$ cat src/rtl/dma_arb_pkg.sv
// Shared definitions for the DMA request arbiter: FSM state encoding and
// default channel-count constants.
package dma_arb_pkg;

    localparam int NCH_DEF = 4;
    localparam int CW_DEF  = 2;

    typedef enum logic [1:0] {
        IDLE  = 2'b00,
        ARB   = 2'b01,
        GRANT = 2'b10,
        DONE  = 2'b11
    } arb_state_e;

endpackage

$ cat src/rtl/dma_rr_pick.sv
// Combinational round-robin picker: returns the index of the first set bit of
// req_i at or above ptr_i, wrapping modulo NCH. vld_o is low when req_i is empty.
module dma_rr_pick #(
    parameter int NCH = 4,
    parameter int CW  = 2
) (
    input  logic [NCH-1:0] req_i,
    input  logic [CW-1:0]  ptr_i,
    output logic [CW-1:0]  idx_o,
    output logic           vld_o
);

    localparam logic [CW:0] NCH_W = (CW+1)'(NCH);

    logic [CW:0]   sum;
    logic [CW-1:0] cand;

    // Walk the NCH candidates in priority order; the first hit wins.
    always_comb begin
        idx_o = '0;
        vld_o = 1'b0;
        sum   = '0;
        cand  = '0;
        for (int i = 0; i < NCH; i++) begin
            // ptr_i < NCH and i < NCH, so one conditional subtract wraps the sum
            sum = {1'b0, ptr_i} + (CW+1)'(i);
            if (sum >= NCH_W) begin
                sum = sum - NCH_W;
            end
            cand = sum[CW-1:0];
            if (!vld_o && req_i[cand]) begin
                idx_o = cand;
                vld_o = 1'b1;
            end
        end
    end

endmodule

$ cat src/rtl/dma_req_arb.sv
// Round-robin arbiter sharing the AHB DMA master between NCH channel request
// machines. One transfer is granted at a time; the grant is held until the
// master's m_done pulse, the winner then gets a one-cycle ch_req_done pulse and
// the round-robin pointer moves just past it.
// Optional build macro DMA_ARB_WRPRIO_EN: pending writes are always served
// before any read (round-robin among writes first, then among all requests).
module dma_req_arb
    import dma_arb_pkg::*;
#(
    parameter int NCH = NCH_DEF,
    parameter int CW  = CW_DEF
) (
    input  logic           hclk,
    input  logic           hreset,
    input  logic           arb_en,
    input  logic [NCH-1:0] ch_rd_req,
    input  logic [NCH-1:0] ch_wr_req,
    output logic [NCH-1:0] ch_req_done,
    output logic [NCH-1:0] grant,
    output logic           m_req,
    output logic           m_wr,
    output logic [CW-1:0]  m_ch,
    input  logic           m_done,
    output logic           busy
);

    localparam logic [CW-1:0] LAST_CH = CW'(NCH - 1);

    arb_state_e     state_q;
    logic [CW-1:0]  rr_ptr_q;
    logic [CW-1:0]  rr_ptr_d;
    logic [CW-1:0]  m_ch_q;
    logic           m_wr_q;
    logic           m_req_q;
    logic [NCH-1:0] grant_q;
    logic [NCH-1:0] done_q;

    logic [NCH-1:0] pending;
    logic [CW-1:0]  win_idx;
    logic           win_vld;
    logic           win_wr;

    function automatic logic [NCH-1:0] ch_onehot(input logic [CW-1:0] ch);
        ch_onehot     = '0;
        ch_onehot[ch] = 1'b1;
    endfunction

    assign pending = ch_rd_req | ch_wr_req;

`ifdef DMA_ARB_WRPRIO_EN
    logic [CW-1:0] wr_idx;
    logic          wr_vld;
    logic [CW-1:0] all_idx;
    logic          all_vld;

    dma_rr_pick #(.NCH(NCH), .CW(CW)) u_pick_wr (
        .req_i (ch_wr_req),
        .ptr_i (rr_ptr_q),
        .idx_o (wr_idx),
        .vld_o (wr_vld)
    );

    dma_rr_pick #(.NCH(NCH), .CW(CW)) u_pick_all (
        .req_i (pending),
        .ptr_i (rr_ptr_q),
        .idx_o (all_idx),
        .vld_o (all_vld)
    );

    // Any pending write-back takes precedence over every read.
    assign win_idx = wr_vld ? wr_idx : all_idx;
    assign win_vld = wr_vld | all_vld;
`else
    dma_rr_pick #(.NCH(NCH), .CW(CW)) u_pick (
        .req_i (pending),
        .ptr_i (rr_ptr_q),
        .idx_o (win_idx),
        .vld_o (win_vld)
    );
`endif

    // A channel holding both requests is served as a write first.
    assign win_wr = ch_wr_req[win_idx];

    // Next round-robin start: one past the channel just served, wrapping.
    always_comb begin
        rr_ptr_d = (m_ch_q == LAST_CH) ? '0 : m_ch_q + CW'(1);
    end

    // Arbitration FSM with registered master-side and channel-side outputs.
    always_ff @(posedge hclk or negedge hreset) begin
        if (!hreset) begin
            state_q  <= IDLE;
            rr_ptr_q <= '0;
            m_ch_q   <= '0;
            m_wr_q   <= 1'b0;
            m_req_q  <= 1'b0;
            grant_q  <= '0;
            done_q   <= '0;
        end else begin
            done_q <= '0;
            case (state_q)
                IDLE: begin
                    if (arb_en && (|pending)) begin
                        state_q <= ARB;
                    end
                end
                ARB: begin
                    if (!arb_en || !win_vld) begin
                        state_q <= IDLE;
                    end else begin
                        m_ch_q  <= win_idx;
                        m_wr_q  <= win_wr;
                        m_req_q <= 1'b1;
                        grant_q <= ch_onehot(win_idx);
                        state_q <= GRANT;
                    end
                end
                GRANT: begin
                    // Request drops and arb_en are deliberately ignored here:
                    // a started transfer always runs to m_done.
                    if (m_done) begin
                        m_req_q  <= 1'b0;
                        grant_q  <= '0;
                        done_q   <= ch_onehot(m_ch_q);
                        rr_ptr_q <= rr_ptr_d;
                        state_q  <= DONE;
                    end
                end
                DONE: begin
                    // Always re-arbitrate one cycle later so the served
                    // channel has time to drop its request.
                    state_q <= arb_en ? ARB : IDLE;
                end
            endcase
        end
    end

    assign m_req       = m_req_q;
    assign m_wr        = m_wr_q;
    assign m_ch        = m_ch_q;
    assign grant       = grant_q;
    assign ch_req_done = done_q;
    assign busy        = (state_q != IDLE);

endmodule

$ cat config.mk
export PLATFORM = sky130hd
export DESIGN_NAME = dma_req_arb
export DESIGN_NICKNAME = d
export VERILOG_FILES = /design/src/rtl/dma_arb_pkg.sv /design/src/rtl/dma_rr_pick.sv /design/src/rtl/dma_req_arb.sv
export SDC_FILE = /design/constraint.sdc
export NUM_CORES = 1
export LEC_CHECK = 0
export BUFFER_PORTS_ARGS = -buffer_cell sky130_fd_sc_hd__buf_2
export CORE_UTILIZATION = 40
export CTS_CLUSTER_SIZE = 14
export DETAILED_ROUTE_END_ITERATION = 12
export PLACE_DENSITY = 0.7
export SYNTH_ARGS = -nofsm -noshare
export SYNTH_HDL_FRONTEND = slang
export SYNTH_SLANG_ARGS = --single-unit
$ cat constraint.sdc
create_clock -name hclk -period 1.5 [get_ports hclk]
set_input_delay 0.15 -clock hclk [delete_from_list [all_inputs] [get_ports hclk]]
set_output_delay 0.15 -clock hclk [all_outputs]
set_load 0.03 [all_outputs]
# Word-level counts from Yosys, hierarchy flattened
# Cells that the tools add are included.
# op_classes
add_sub_neg	8
n_lt_le_gt_ge	12
eq_ne	7
n_mux	40
bitwise	2
reduce_logical	20
# ops
cell	count
$mux 2	12
$lt 2x3->1 const B	6
$mux 4	4
$mux 1	14
$bmux 1 s2	5
$ge 3x3->1 const B	3
$pmux 2 s4	1
$pmux 4 s2	1
$sub 2x1->2 const B	4
$add 2x2->3 const B	2
$eq 2x2->1 const B	3
$logic_and 1x1->1	6
$ne 2x2->1 const B	3
$reduce_and 2->1	3
$logic_not 1->1	5
$demux 1 s2	2
$ge 2x1->1 const B	2
$or 4x4->4	1
$reduce_bool 2->1	2
$reduce_or 4->1	1
$add 2x1->3 const B	1
$ge 2x3->1 const B	1
$reduce_and 3->1	1
$add 2x1->2 const B	1
5 further kinds	5
# totals
reg_bits	16
in_bits	12
output_inout_bits	13
elab_cells	96

# Longest topological paths before layout
# Gate-level depths: netlist of run 1.
# depth
word_depth	20
ltp_mapped	6
ltp_nobuf	5

# By module
# From an unflattened synthesis of run 1, not the netlist that was laid out.
# unflattened
cells_unflattened	81
area_unflattened_um2	825.8
# by_module_without_submodules
module	n_inst	cells_each	area_each_um2	seq_area_each_um2
dma_req_arb	1	66	748.2	400.4
dma_rr_pick	1	15	77.6	0.0

# Worst setup path before layout of run 1
# Ideal clock, no wire load.
# synth_path
path_type	flip-flop to flip-flop
startpoint	register m_ch_q[0], in the netlist m_ch[0]
endpoint	register rr_ptr_q[1]
setup_time_ps	125
t_arrival_ps	1196
required_time_ps	1375
setup_slack_ps	179
stages_incl_launch_ff	4
path_buffers	0
synth_period_minus_slack_ps	1321
path_cell_list	dfrtp_1 -> inv_1 -> ha_1 -> mux2_2
# synth_via
elab_chain_cells	2
elab_cells_between_ends	3
cone_classes	add/sub (1); eq/ne (1); mux (1)
# synth_lines
element	line_no	text
from (decl)	dma_req_arb.sv:32	logic [CW-1:0] m_ch_q;
from (signal assigned)	dma_req_arb.sv:112	m_ch_q <= win_idx;
$add 2x1->2 or $eq 2x2->1 (tied branches)	dma_req_arb.sv:87	rr_ptr_d = (m_ch_q == LAST_CH) ? '0 : m_ch_q + CW'(1);
$mux 2 (*)	dma_req_arb.sv:87	
named net rr_ptr_d[1]	dma_req_arb.sv:31	logic [CW-1:0] rr_ptr_d;
to (signal assigned)	dma_req_arb.sv:126	rr_ptr_q <= rr_ptr_d;
to (decl)	dma_req_arb.sv:30	logic [CW-1:0] rr_ptr_q;
# Mark *: on every way through the listed nets, which the timed path passes. The rest lies on a longest branch.
# A chain may end at the register's enable or synchronous reset.

# Worst setup path after layout of run 1
# layout_path
startpoint	register state_q[0]
endpoint	output port busy
# layout_via
elab_chain_cells	1
# layout_lines
element	line_no	text
from (decl)	dma_req_arb.sv:29	arb_state_e state_q;
from (signal assigned)	dma_req_arb.sv:133	state_q <= arb_en ? ARB : IDLE;
$reduce_bool 2->1	dma_req_arb.sv:144	assign busy = (state_q != IDLE);
to (decl)	dma_req_arb.sv:24	output logic busy
# No other way between the ends.

==> summary.txt, run 1 <==
Outcome
  • Result of the run: finished, final reports clean

STA
  • Portion of the clock cycle consumed by the worst path in the final layout: 94.0%
  • Final worst clock skew: 0.00265 ns
  • Final TNS setup: 0 ns
  • Worst max-slew margin expressed relative to the limit: 76.6%
  • Setup repair after global routing missed its margin: no
  • Max Slew Vio Count: 0
  • Number of failing hold endpoints at the final stage: 0
  • Slew of the pin with the lowest slew margin: 0.351 ns
  • Final min period: 1.41 ns
  • Setup-violating endpoint count in the final report: 0
  • Maximum clock frequency: 709 MHz

Logic synthesis
  • Most instantiated cells after synthesis: 16 x sky130_fd_sc_hd__dfrtp_1, 10 x sky130_fd_sc_hd__inv_1, 7 x sky130_fd_sc_hd__nor2_1, 5 x sky130_fd_sc_hd__nand2_1, 4 x sky130_fd_sc_hd__ha_1
  • Top post-synthesis cells by area: sky130_fd_sc_hd__dfrtp_1 44%, sky130_fd_sc_hd__ha_1 5.5%, sky130_fd_sc_hd__inv_1 4.1%
  • Syn Std Cell Area: 908 sq um
  • Cell taking the most area after synthesis: sky130_fd_sc_hd__dfrtp_1
  • Count of yosys warnings during synthesis: 0
  • Total nets after synthesis: 102
  • Share of the yosys chip area belonging to registers: 44.1%
  • Post-Syn Instances: 86
  • Fraction of registers with async set/reset: 100%
  • Distinct cell type count after synthesis: 38
  • Seq cells post-synth: 16
  • Most used flip-flop cell after synthesis: sky130_fd_sc_hd__dfrtp_1
  • Number of flops mapped to enable cells by yosys: 0
  • Portion of synthesized cell area occupied by the leading cell type: 44.1%
  • Most frequent cell after synthesis: sky130_fd_sc_hd__dfrtp_1
  • Average footprint of a synthesized cell: 10.6 sq um

Power
  • Total leakage power: 0.554 nW
  • Power Total: 0.00206 W
  • Switching pwr: 0.000934 W
  • Largest voltage drop on the vdd net: 961 uV
  • Part of the total power dissipated in sequential elements: 35.2%
  • PwrDens: 1830 nW/um^2
  • Clock network power share: 10.5%
  • Net switching share of the total power: 45.5%
  • Internal power component: 0.00112 W
  • Combinational group share of total power: 54.3%

Routing
  • Detailed-routing iteration count for the pre-antenna-repair pass: 4
  • Antenna-violating nets left: 0
  • Vias per cell: 5.15
  • Average detailed-routed wire length per instance: 12.7 microns
  • Number of design-rule violations left by the first detailed-router iteration: 5
  • Number of remaining DRC errors: 0
  • Total wire length: 1820 microns
  • DR vias: 741

Floorplan
  • Die Area: 2470 sq um
  • Count of standard-cell rows: 16
  • Die outline width: 49.7 microns
  • Vertical die dimension: 49.7 microns
  • Ports: 25
  • Initial Util: 44.5%
  • Core area: 2040 sq um

Cells and area
  • Fraction of layout instances using a drive strength above 1: 41.9%
  • Count of antenna diodes in the layout: 0
  • Post-layout net count: 135
  • Final Non-Filler Cells: 144
  • Area added between synthesis and finish: 24.0%

Clock tree
  • Worst-skew pair later-pin latency: 0.27 ns
  • CTS buffer count: 3
  • Number of clock sinks: 16
  • Clock input transition at the sequential cells of the worst setup and hold paths: 0.08 ns
  • Root buf cell: sky130_fd_sc_hd__clkbuf_4
  • Bufs on Longest Clock Path: 2
  • CTS tree: yes
  • H-tree depth: 1
  • # Post-CTS Setup Buffers: 0

Placement
  • Final HPWL from detailed placement: 1390 microns
  • Total instance count after detailed placement: 140
  • Last weighted congestion value of the routability-driven placer: 0.934
  • Count of port buffers added during placement: 24

Setup path
  • Crit path max-delay cell type: sky130_fd_sc_hd__dfrtp_1
  • Arrival time worst endpoint: 1.26 ns
  • Endpoint type of the worst setup path: primary output
  • Reg2Reg Setup Slack: 0.12 ns
  • Sequence of cells on the critical path: buf_4 > or2_2 > buf_2
  • Crit-path max FO: 4
  • Worst Path Required: 1.35 ns
  • Slowest Stage Delay on Critical Path: 0.38 ns
  • Setup crit start kind: flip-flop
  • Classification of the worst setup path: reg -> out

Hold path
  • Type of the worst min-delay path: in -> reg

Global routing
  • Overflow left after global routing: 0
  • Wire length of the first global-routing pass: 3190 microns
  • Antenna violations before repair: 0
  • Number of global-route vias before repair: 740
  • Pin count of the biggest net entering global routing: 17
  • Total routing usage reported by global routing: 16.6%

Job
  • Max Cap Viol: 0
final cells by class:
class	count	area, sq um
Sequential cell	16	402
Timing Repair Buffer	30	168
Inverter	10	37.5
Fill cell	193	916
Tap cell	27	33.8
Clock buffer	3	22.5
Multi-Input combinational cell	58	463
path summary, 6_finish.rpt:
path	startpoint	end	depth (start not counted)
setup / recovery	state_q[0]	busy	3
hold / removal	arb_en	state_q[0]	3
setup reg to reg	rr_ptr_q[0]	grant[2]	4
hold reg to reg	m_req	m_req	2
max in group asynchronous	hreset	rr_ptr_q[0]	2
min in group asynchronous	hreset	m_ch[1]	2
what timing repair did:
action,CTS,global route
hold buffers,1,0
hold endpoints to repair,16,0
gates resized for setup,0,3
setup endpoints to repair,0,3
layer usage:
layer  global-route usage [%]  vias to the layer above  wire length (microns)
met5                        0                        -                      0
met4                     2.86                        0                      0
met3                     4.63                        0                     98
met2                     27.5                       20                    822
met1                     21.7                      350                    903
li1                         -                      371                      -
cells in the final DEF, fill, tap and decap left out, drive strengths merged, types with 2 or more instances in the layout:
master and instances:
nand3 2, dfrtp 16, o21a 2, nand2b 2, nand2 5, or2 4
a32o 3, ha 4, clkbuf 3, inv 10, buf 29, a21oi 5
o31ai 2, nor2 8, o21ai 4, nor2b 2
critical path, delay by kind of cell (launching register included):
kind / cells / cell delay (ns)
DFF: 1 / 0.38
buffers and inverters: 2 / 0.33
and+or+nand+nor: 1 / 0.28
registers in the layout (all words and copies together) (netlist names), named ones only:
signal	cells
ch_req_done	4
grant	4
m_ch	2
m_req	1
m_wr	1
rr_ptr_q	2
state_q	1
metrics by stage:
| stage | hold slack, ns | utilization, % | instance area [sq um] | setup WS, ns |
|---|---|---|---|---|
| after floorplan | -0.146 | - | 908 | 0.179 |
| after global placement | 0.0814 | 52.9 | 1080 | 0.114 |
| after detailed placement | 0.0837 | 52.9 | 1080 | 0.0977 |
| after CTS | 0.171 | 54.5 | 1110 | 0.0757 |
| after global routing | 0.192 | 55.1 | 1130 | 0.0140 |
| final | 0.175 | 55.1 | 1130 | 0.0901 |
power groups by stage:
stage          logic [W]  registers (W)  clock network (W)
6_report         0.00112       0.000723           0.000216
5_1_grt          0.00122       0.000747           0.000236
4_1_cts          0.00110       0.000709           0.000222
3_5_place_dp     0.00109       0.000718                  0
3_3_place_gp     0.00107       0.000709                  0
2_1_floorplan   0.000603       0.000912                  0
logic make-up after synthesis:
family | count (synthesis) | synth area share, %
muxes | 1 | 1.24
DFF | 16 | 44.1
AOI/OAI and AO/OA | 26 | 23.7
adders and majority gates | 4 | 5.51
buffers and inverters | 12 | 6.34
and+or+nand+nor | 27 | 19.1
Note: power is estimated with default switching activity, not from simulation.
==> inputs of run 2 (changes only) <==
Settings changed: CORE_MARGIN set to 5, GPL_ROUTABILITY_DRIVEN set to 0.
==> summary.txt, run 2 (synthesized netlist as in run 1, its figures left out) <==
Floorplan
  • Die Area: 3320 sq um (+35%)
  • Vertical die dimension: 57.7 microns (+16%)
  • Core area: 2190 sq um (+7.3%)
  • Initial Util: 41.5% (-3.0 points)
  • Die outline width: 57.7 microns (+16%)
  • Count of standard-cell rows: 17 (+1)
  • Ports: 25 (unchanged)

STA
  • Portion of the clock cycle consumed by the worst path in the final layout: 94.2% (+0.20 points)
  • Slew of the pin with the lowest slew margin: 0.332 ns (-0.0185 ns)
  • Number of failing hold endpoints at the final stage: 0 (unchanged)
  • Final worst clock skew: 0.00292 ns (+0.000272 ns)
  • Setup repair after global routing missed its margin: no
  • Final min period: 1.41 ns (+0.00303 ns)
  • Max Slew Vio Count: 0 (unchanged)
  • Final TNS setup: 0 ns (unchanged)
  • Maximum clock frequency: 708 MHz (-0.21%)
  • Worst max-slew margin expressed relative to the limit: 77.8% (+1.2 points)
  • Hold Slack: 0.164 ns (-0.0112 ns)
  • Setup-violating endpoint count in the final report: 0 (unchanged)

Clock tree
  • CTS tree: yes
  • Bufs on Longest Clock Path: 2 (unchanged)
  • Clock input transition at the sequential cells of the worst setup and hold paths: 0.08 ns (about the same)
  • Worst-skew pair later-pin latency: 0.28 ns (about the same)
  • Root buf cell: sky130_fd_sc_hd__clkbuf_4
  • Number of clock sinks: 16 (unchanged)
  • # Post-CTS Setup Buffers: 0 (unchanged)
  • H-tree depth: 1 (unchanged)
  • CTS buffer count: 3 (unchanged)

Routing
  • Number of remaining DRC errors: 0 (unchanged)
  • Detailed-routing iteration count for the pre-antenna-repair pass: 3 (-1)
  • Average detailed-routed wire length per instance: 12.3 microns (-2.7%)
  • Number of design-rule violations left by the first detailed-router iteration: 10 (+5)
  • Total wire length: 1780 microns (-2.7%)
  • DR vias: 718 (-3.1%)
  • Vias per cell: 4.99 (-3.1%)
  • Antenna-violating nets left: 0 (unchanged)

Cells and area
  • Fraction of layout instances using a drive strength above 1: 41.4% (-0.50 points)
  • Area added between synthesis and finish: 22.7%
  • Most frequent standard cell in the layout excluding fill and tap cells: sky130_fd_sc_hd__buf_2
  • Count of antenna diodes in the layout: 0 (unchanged)
  • Post-layout net count: 133 (-1.5%)
  • Commonest cells after routing, fill and taps aside: 24 x sky130_fd_sc_hd__buf_2, 14 x sky130_fd_sc_hd__dfrtp_1, 10 x sky130_fd_sc_hd__inv_1

Global routing
  • Total routing usage reported by global routing: 11.9% (-4.7 points)
  • Antenna violations before repair: 0 (unchanged)
  • Pin count of the biggest net entering global routing: 17 (unchanged)
  • Number of global-route vias before repair: 708 (-4.3%)
  • Wire length of the first global-routing pass: 3110 microns (-2.6%)
  • Overflow left after global routing: 0 (unchanged)

Setup path
  • Crit-path max FO: 5 (+1)
  • Capture point of the worst reg-to-reg path: grant[2]
  • Cell depth of the worst flop-to-flop path: 5 (+1)
  • Arrival time worst endpoint: 1.63 ns (+0.37 ns)
  • End of the critical path: grant[2]
  • Endpoint type of the worst setup path: flip-flop
  • Worst Path Required: 1.72 ns (+0.37 ns)
  • Classification of the worst setup path: reg -> reg
  • Reg2Reg Setup Slack: 0.09 ns (-0.03 ns)
  • Critical Path Source: rr_ptr_q[1]
  • Setup crit start kind: flip-flop
  • Startpoint of the lowest-slack register-to-register path: rr_ptr_q[1]

Power
  • PwrDens: 1840 nW/um^2 (+0.81%)
  • Switching pwr: 0.000911 W (-2.5%)
  • Clock network power share: 13.1% (+2.6 points)
  • Total leakage power: 0.543 nW (-2.0%)
  • Net switching share of the total power: 44.4% (-1.1 points)
  • Internal power component: 0.00114 W (+1.7%)
  • Part of the total power dissipated in sequential elements: 36.0% (+0.8 points)
  • Combinational group share of total power: 50.9% (-3.4 points)
  • Largest voltage drop on the vdd net: 1200 uV (+25%)

Placement
  • Count of port buffers added during placement: 24 (unchanged)
  • Final HPWL from detailed placement: 1460 microns (+4.8%)

Job
  • Max Cap Viol: 0 (unchanged)

Hold path
  • Type of the worst min-delay path: in -> reg

Outcome
  • Result of the run: finished, final reports clean
## run 2: layout make-up
class	instances	area, sq um
Inverter	10	37.5
Tap cell	28	35.0
Multi-Input combinational cell	58	450
Sequential cell	16	403
Timing Repair Buffer	28	153
Fill cell	219	1080
Clock buffer	4	36.3
## run 2: worst min-delay path by stage
stage           start                          to  slack [ns]  depth (start not counted)
6_report       arb_en                  state_q[0]        0.16                          3
3_3_place_gp   hreset              ch_req_done[2]        0.07                          1
4_1_cts        arb_en                  state_q[0]        0.16                          3
2_1_floorplan  hreset  asynchronous set/reset pin       -0.15                          0
3_5_place_dp   hreset              ch_req_done[2]        0.07                          1
5_1_grt        arb_en                  state_q[0]        0.14                          3
## run 2: power by group through the flow
stage               Combinational, W  Sequential (W)  Clock, W
floorplan                   0.000603        0.000912         0
CTS                          0.00106        0.000733  0.000283
global placement             0.00103        0.000734         0
detailed placement           0.00105        0.000742         0
global route                 0.00115        0.000766  0.000309
finish                       0.00104        0.000738  0.000269
## run 2: routing by layer
| metal | part of all wire, % | up-vias | global-route usage [%] |
|---|---|---|---|
| li1 | - | 364 | - |
| met1 | 43 | 339 | 14.6 |
| met2 | 51 | 15 | 20.5 |
| met3 | 5.3 | 0 | 4.68 |
| met4 | 0 | 0 | 0.993 |
| met5 | 0 | - | 0 |
## run 2: worst max-delay path, stage by stage (launching register included)
cell                        delay [ns]
sky130_fd_sc_hd__dfrtp_2          0.45
sky130_fd_sc_hd__nand2b_1         0.18
sky130_fd_sc_hd__a21oi_2          0.21
sky130_fd_sc_hd__a2bb2oi_2        0.17
sky130_fd_sc_hd__nor2b_2          0.20
sky130_fd_sc_hd__a32o_1           0.14
## run 2: repair_timing
item,in CTS,in global routing
hold buffers,1,0
hold endpoints to repair,16,0
resized for setup,0,2
endpoints found under the setup margin,0,3
## run 2: stage by stage
stage          instance area, sq um  power, W  instances  utilization, %  setup WS [ns]
2_1_floorplan                   908   0.00151         86               -          0.179
3_3_place_gp                   1070   0.00177        139            48.7         0.0719
3_5_place_dp                   1070   0.00179        139            48.7         0.0613
4_1_cts                        1110   0.00207        144            50.8         0.0484
5_1_grt                        1110   0.00222        144            50.9        0.00696
6_report                       1110   0.00205        144            50.9         0.0871
==> inputs of run 3 (changes only) <==
Settings changed: PLACE_DENSITY 0.7 to 0.72.
Clock period 1.5 ns to 1.25 ns, I/O delays scaled along.
==> summary.txt, run 3 (synthesized netlist as in run 1, its figures left out) <==
Outcome
  • Result of the run: finished with violations
  • Failing checks: setup timing

Placement
  • DP Worst Slack: -0.114 ns (-0.175 ns)
  • Final HPWL from detailed placement: 1620 microns (+11%)
  • Total instance count after detailed placement: 149 (+7.2%)
  • Count of port buffers added during placement: 24 (unchanged)

Cells and area
  • Final Non-Filler Cells: 157 (+9.0%)
  • Fill cell instance count of the final layout: 174 (-21%)
  • Count of antenna diodes in the layout: 0 (unchanged)
  • Most frequent standard cell in the layout excluding fill and tap cells: sky130_fd_sc_hd__buf_2
  • Post-layout net count: 146 (+9.8%)
  • Fraction of layout instances using a drive strength above 1: 51.2% (+9.8 points)
  • Commonest cells after routing, fill and taps aside: 23 x sky130_fd_sc_hd__buf_2, 13 x sky130_fd_sc_hd__dfrtp_1, 13 x sky130_fd_sc_hd__buf_4
  • Area added between synthesis and finish: 43.5%

Power
  • Total leakage power: 0.635 nW (+17%)
  • Internal power component: 0.00164 W (+44%)
  • Combinational group share of total power: 57.3% (+6.4 points)
  • Largest voltage drop on the vdd net: 1290 uV (+6.7%)
  • Switching pwr: 0.00124 W (+36%)
  • Power Total: 0.00288 W (+40%)
  • Clock network power share: 12.2% (-0.9 points)
  • PwrDens: 2210 nW/um^2 (+20%)
  • Net switching share of the total power: 42.9% (-1.5 points)
  • Part of the total power dissipated in sequential elements: 30.5% (-5.5 points)

Floorplan
  • Ports: 25 (unchanged)
  • Die Area: 3320 sq um (unchanged)
  • Initial Util: 41.5% (unchanged)
  • Die outline width: 57.7 microns (unchanged)
  • Core area: 2190 sq um (unchanged)
  • Vertical die dimension: 57.7 microns (unchanged)
  • Count of standard-cell rows: 17 (unchanged)

STA
  • Setup-violating endpoint count in the final report: 6 (+6)
  • Final Worst Setup Slack: -0.0815 ns (-0.169 ns)
  • Number of failing hold endpoints at the final stage: 0 (unchanged)
  • Hold Slack: 0.116 ns (-0.0479 ns)
  • Worst max-slew margin expressed relative to the limit: 76.3% (-1.5 points)
  • Final min period: 1.33 ns (-0.0815 ns)
  • Setup repair after global routing missed its margin: yes
  • Max Slew Vio Count: 0 (unchanged)
  • Portion of the clock cycle consumed by the worst path in the final layout: 107% (+12 points)
  • Slew of the pin with the lowest slew margin: 0.356 ns (+0.0236 ns)
  • Maximum clock frequency: 751 MHz (+6.1%)
  • Final worst clock skew: 0.00240 ns (-0.000514 ns)

Global routing
  • Wire length of the first global-routing pass: 3530 microns (+13%)
  • Antenna violations before repair: 0 (unchanged)
  • Grt peak-use layer: met2
  • Pin count of the biggest net entering global routing: 17 (unchanged)
  • Overflow left after global routing: 0 (unchanged)
  • Total routing usage reported by global routing: 13.4% (+1.5 points)
  • Met1 track demand over resource: 15.1% (+0.44 points)
  • GRT met2 Usage: 24.2% (+3.7 points)
  • Met3 track demand over resource in global routing: 4.90% (+0.22 points)
  • Number of global-route vias before repair: 834 (+18%)

Setup path
  • Crit path max-delay cell type: sky130_fd_sc_hd__dfrtp_1
  • Setup crit start kind: flip-flop
  • Worst Path Required: 1.48 ns (-0.24 ns)
  • Arrival time worst endpoint: 1.56 ns (-0.07 ns)
  • Crit-path max FO: 4 (-1)
  • Classification of the worst setup path: reg -> reg
  • Sequence of cells on the critical path: nand2b_4 > a21oi_4 > a2bb2oi_4 > nor2b_4 > a32o_1
  • Endpoint type of the worst setup path: flip-flop
  • Slowest Stage Delay on Critical Path: 0.43 ns (-0.02 ns)

Routing
  • Detailed-routing iteration count for the pre-antenna-repair pass: 2 (-1)
  • DR vias: 794 (+11%)
  • Total wire length: 2080 microns (+17%)
  • Vias per cell: 5.06 (+1.4%)
  • Average detailed-routed wire length per instance: 13.2 microns (+7.4%)
  • Antenna-violating nets left: 0 (unchanged)
  • Number of remaining DRC errors: 0 (unchanged)
  • Number of design-rule violations left by the first detailed-router iteration: 15 (+5)

Clock tree
  • Bufs on Longest Clock Path: 2 (unchanged)
  • CTS tree: yes
  • H-tree depth: 1 (unchanged)
  • Number of clock sinks: 16 (unchanged)
  • Clock input transition at the sequential cells of the worst setup and hold paths: 0.10 ns (+0.02 ns)
  • Root buf cell: sky130_fd_sc_hd__clkbuf_4
  • Worst-skew pair later-pin latency: 0.29 ns (about the same)
  • CTS buffer count: 3 (unchanged)

Hold path
  • Type of the worst min-delay path: in -> reg

Job
  • Max Cap Viol: 0 (unchanged)
-- run 3: cell count changes in the layout (fill, tap and decap cells not counted), moves of 2 or more --
cell	before	now
sky130_fd_sc_hd__a21oi_2	3	1
sky130_fd_sc_hd__buf_4	3	13
sky130_fd_sc_hd__a21oi_4	0	2
sky130_fd_sc_hd__buf_6	0	3
-- run 3: power groups by stage --
stage / clock (W) / sequential [W] / combinational, W
after global routing: 0.000389 / 0.000908 / 0.00179
after detailed placement: 0 / 0.000898 / 0.00143
after global placement: 0 / 0.000886 / 0.00139
after floorplan: 0 / 0.00112 / 0.000771
final: 0.000350 / 0.000880 / 0.00165
after CTS: 0.000357 / 0.000868 / 0.00159
-- run 3: path summary, 6_finish.rpt --
check	startpoint	endpoint	slack, ns	cells past startpoint
setup / recovery	rr_ptr_q[1]	grant[3]	-0.08	5
hold / removal	arb_en	state_q[0]	0.12	3
setup reg to reg	rr_ptr_q[1]	grant[3]	-0.08	5
hold reg to reg	m_req	m_req	0.49	2
max in group asynchronous	hreset	m_ch[1]	0.70	2
min in group asynchronous	hreset	ch_req_done[1]	0.26	2
-- run 3: worst max-delay path: cells and delay by family (launching register included) --
family / cells / cell delay (ns)
AOI/OAI and AO/OA: 3 / 0.49
DFF: 1 / 0.43
and+or+nand+nor: 2 / 0.36
-- run 3: per-layer routing --
metal / vias up / share of wire [%]
met5: - / 0
met4: 0 / 0.58
met3: 2 / 5.4
met2: 17 / 52
met1: 383 / 42
li1: 392 / -
-- run 3: area by class of cell --
cell class	count	area (sq um)	share of cell area (%)
clock buffers	4	36.3	2.78
inverters	10	37.5	2.88
multi-input cells	58	514	39.4
flip-flops and latches	16	404	31.0
well taps	28	35.0	2.69
repair buffers	41	277	21.2
-- run 3: stage by stage --
step	cell area, sq um	util, %	TNS [ns]
5_1_grt	1300	59.5	-0.820
3_5_place_dp	1180	53.9	-0.442
3_3_place_gp	1180	53.9	-0.180
6_report	1300	59.5	-0.328
2_1_floorplan	936	-	0
4_1_cts	1280	58.3	-0.328
-- run 3: repair_timing --
action,in CTS,in global routing
setup buffers,2,1
hold buffers,1,0
pin swaps,4,2
gates resized for setup,6,4
hold endpoints to repair,16,0
endpoints found under the setup margin,7,10
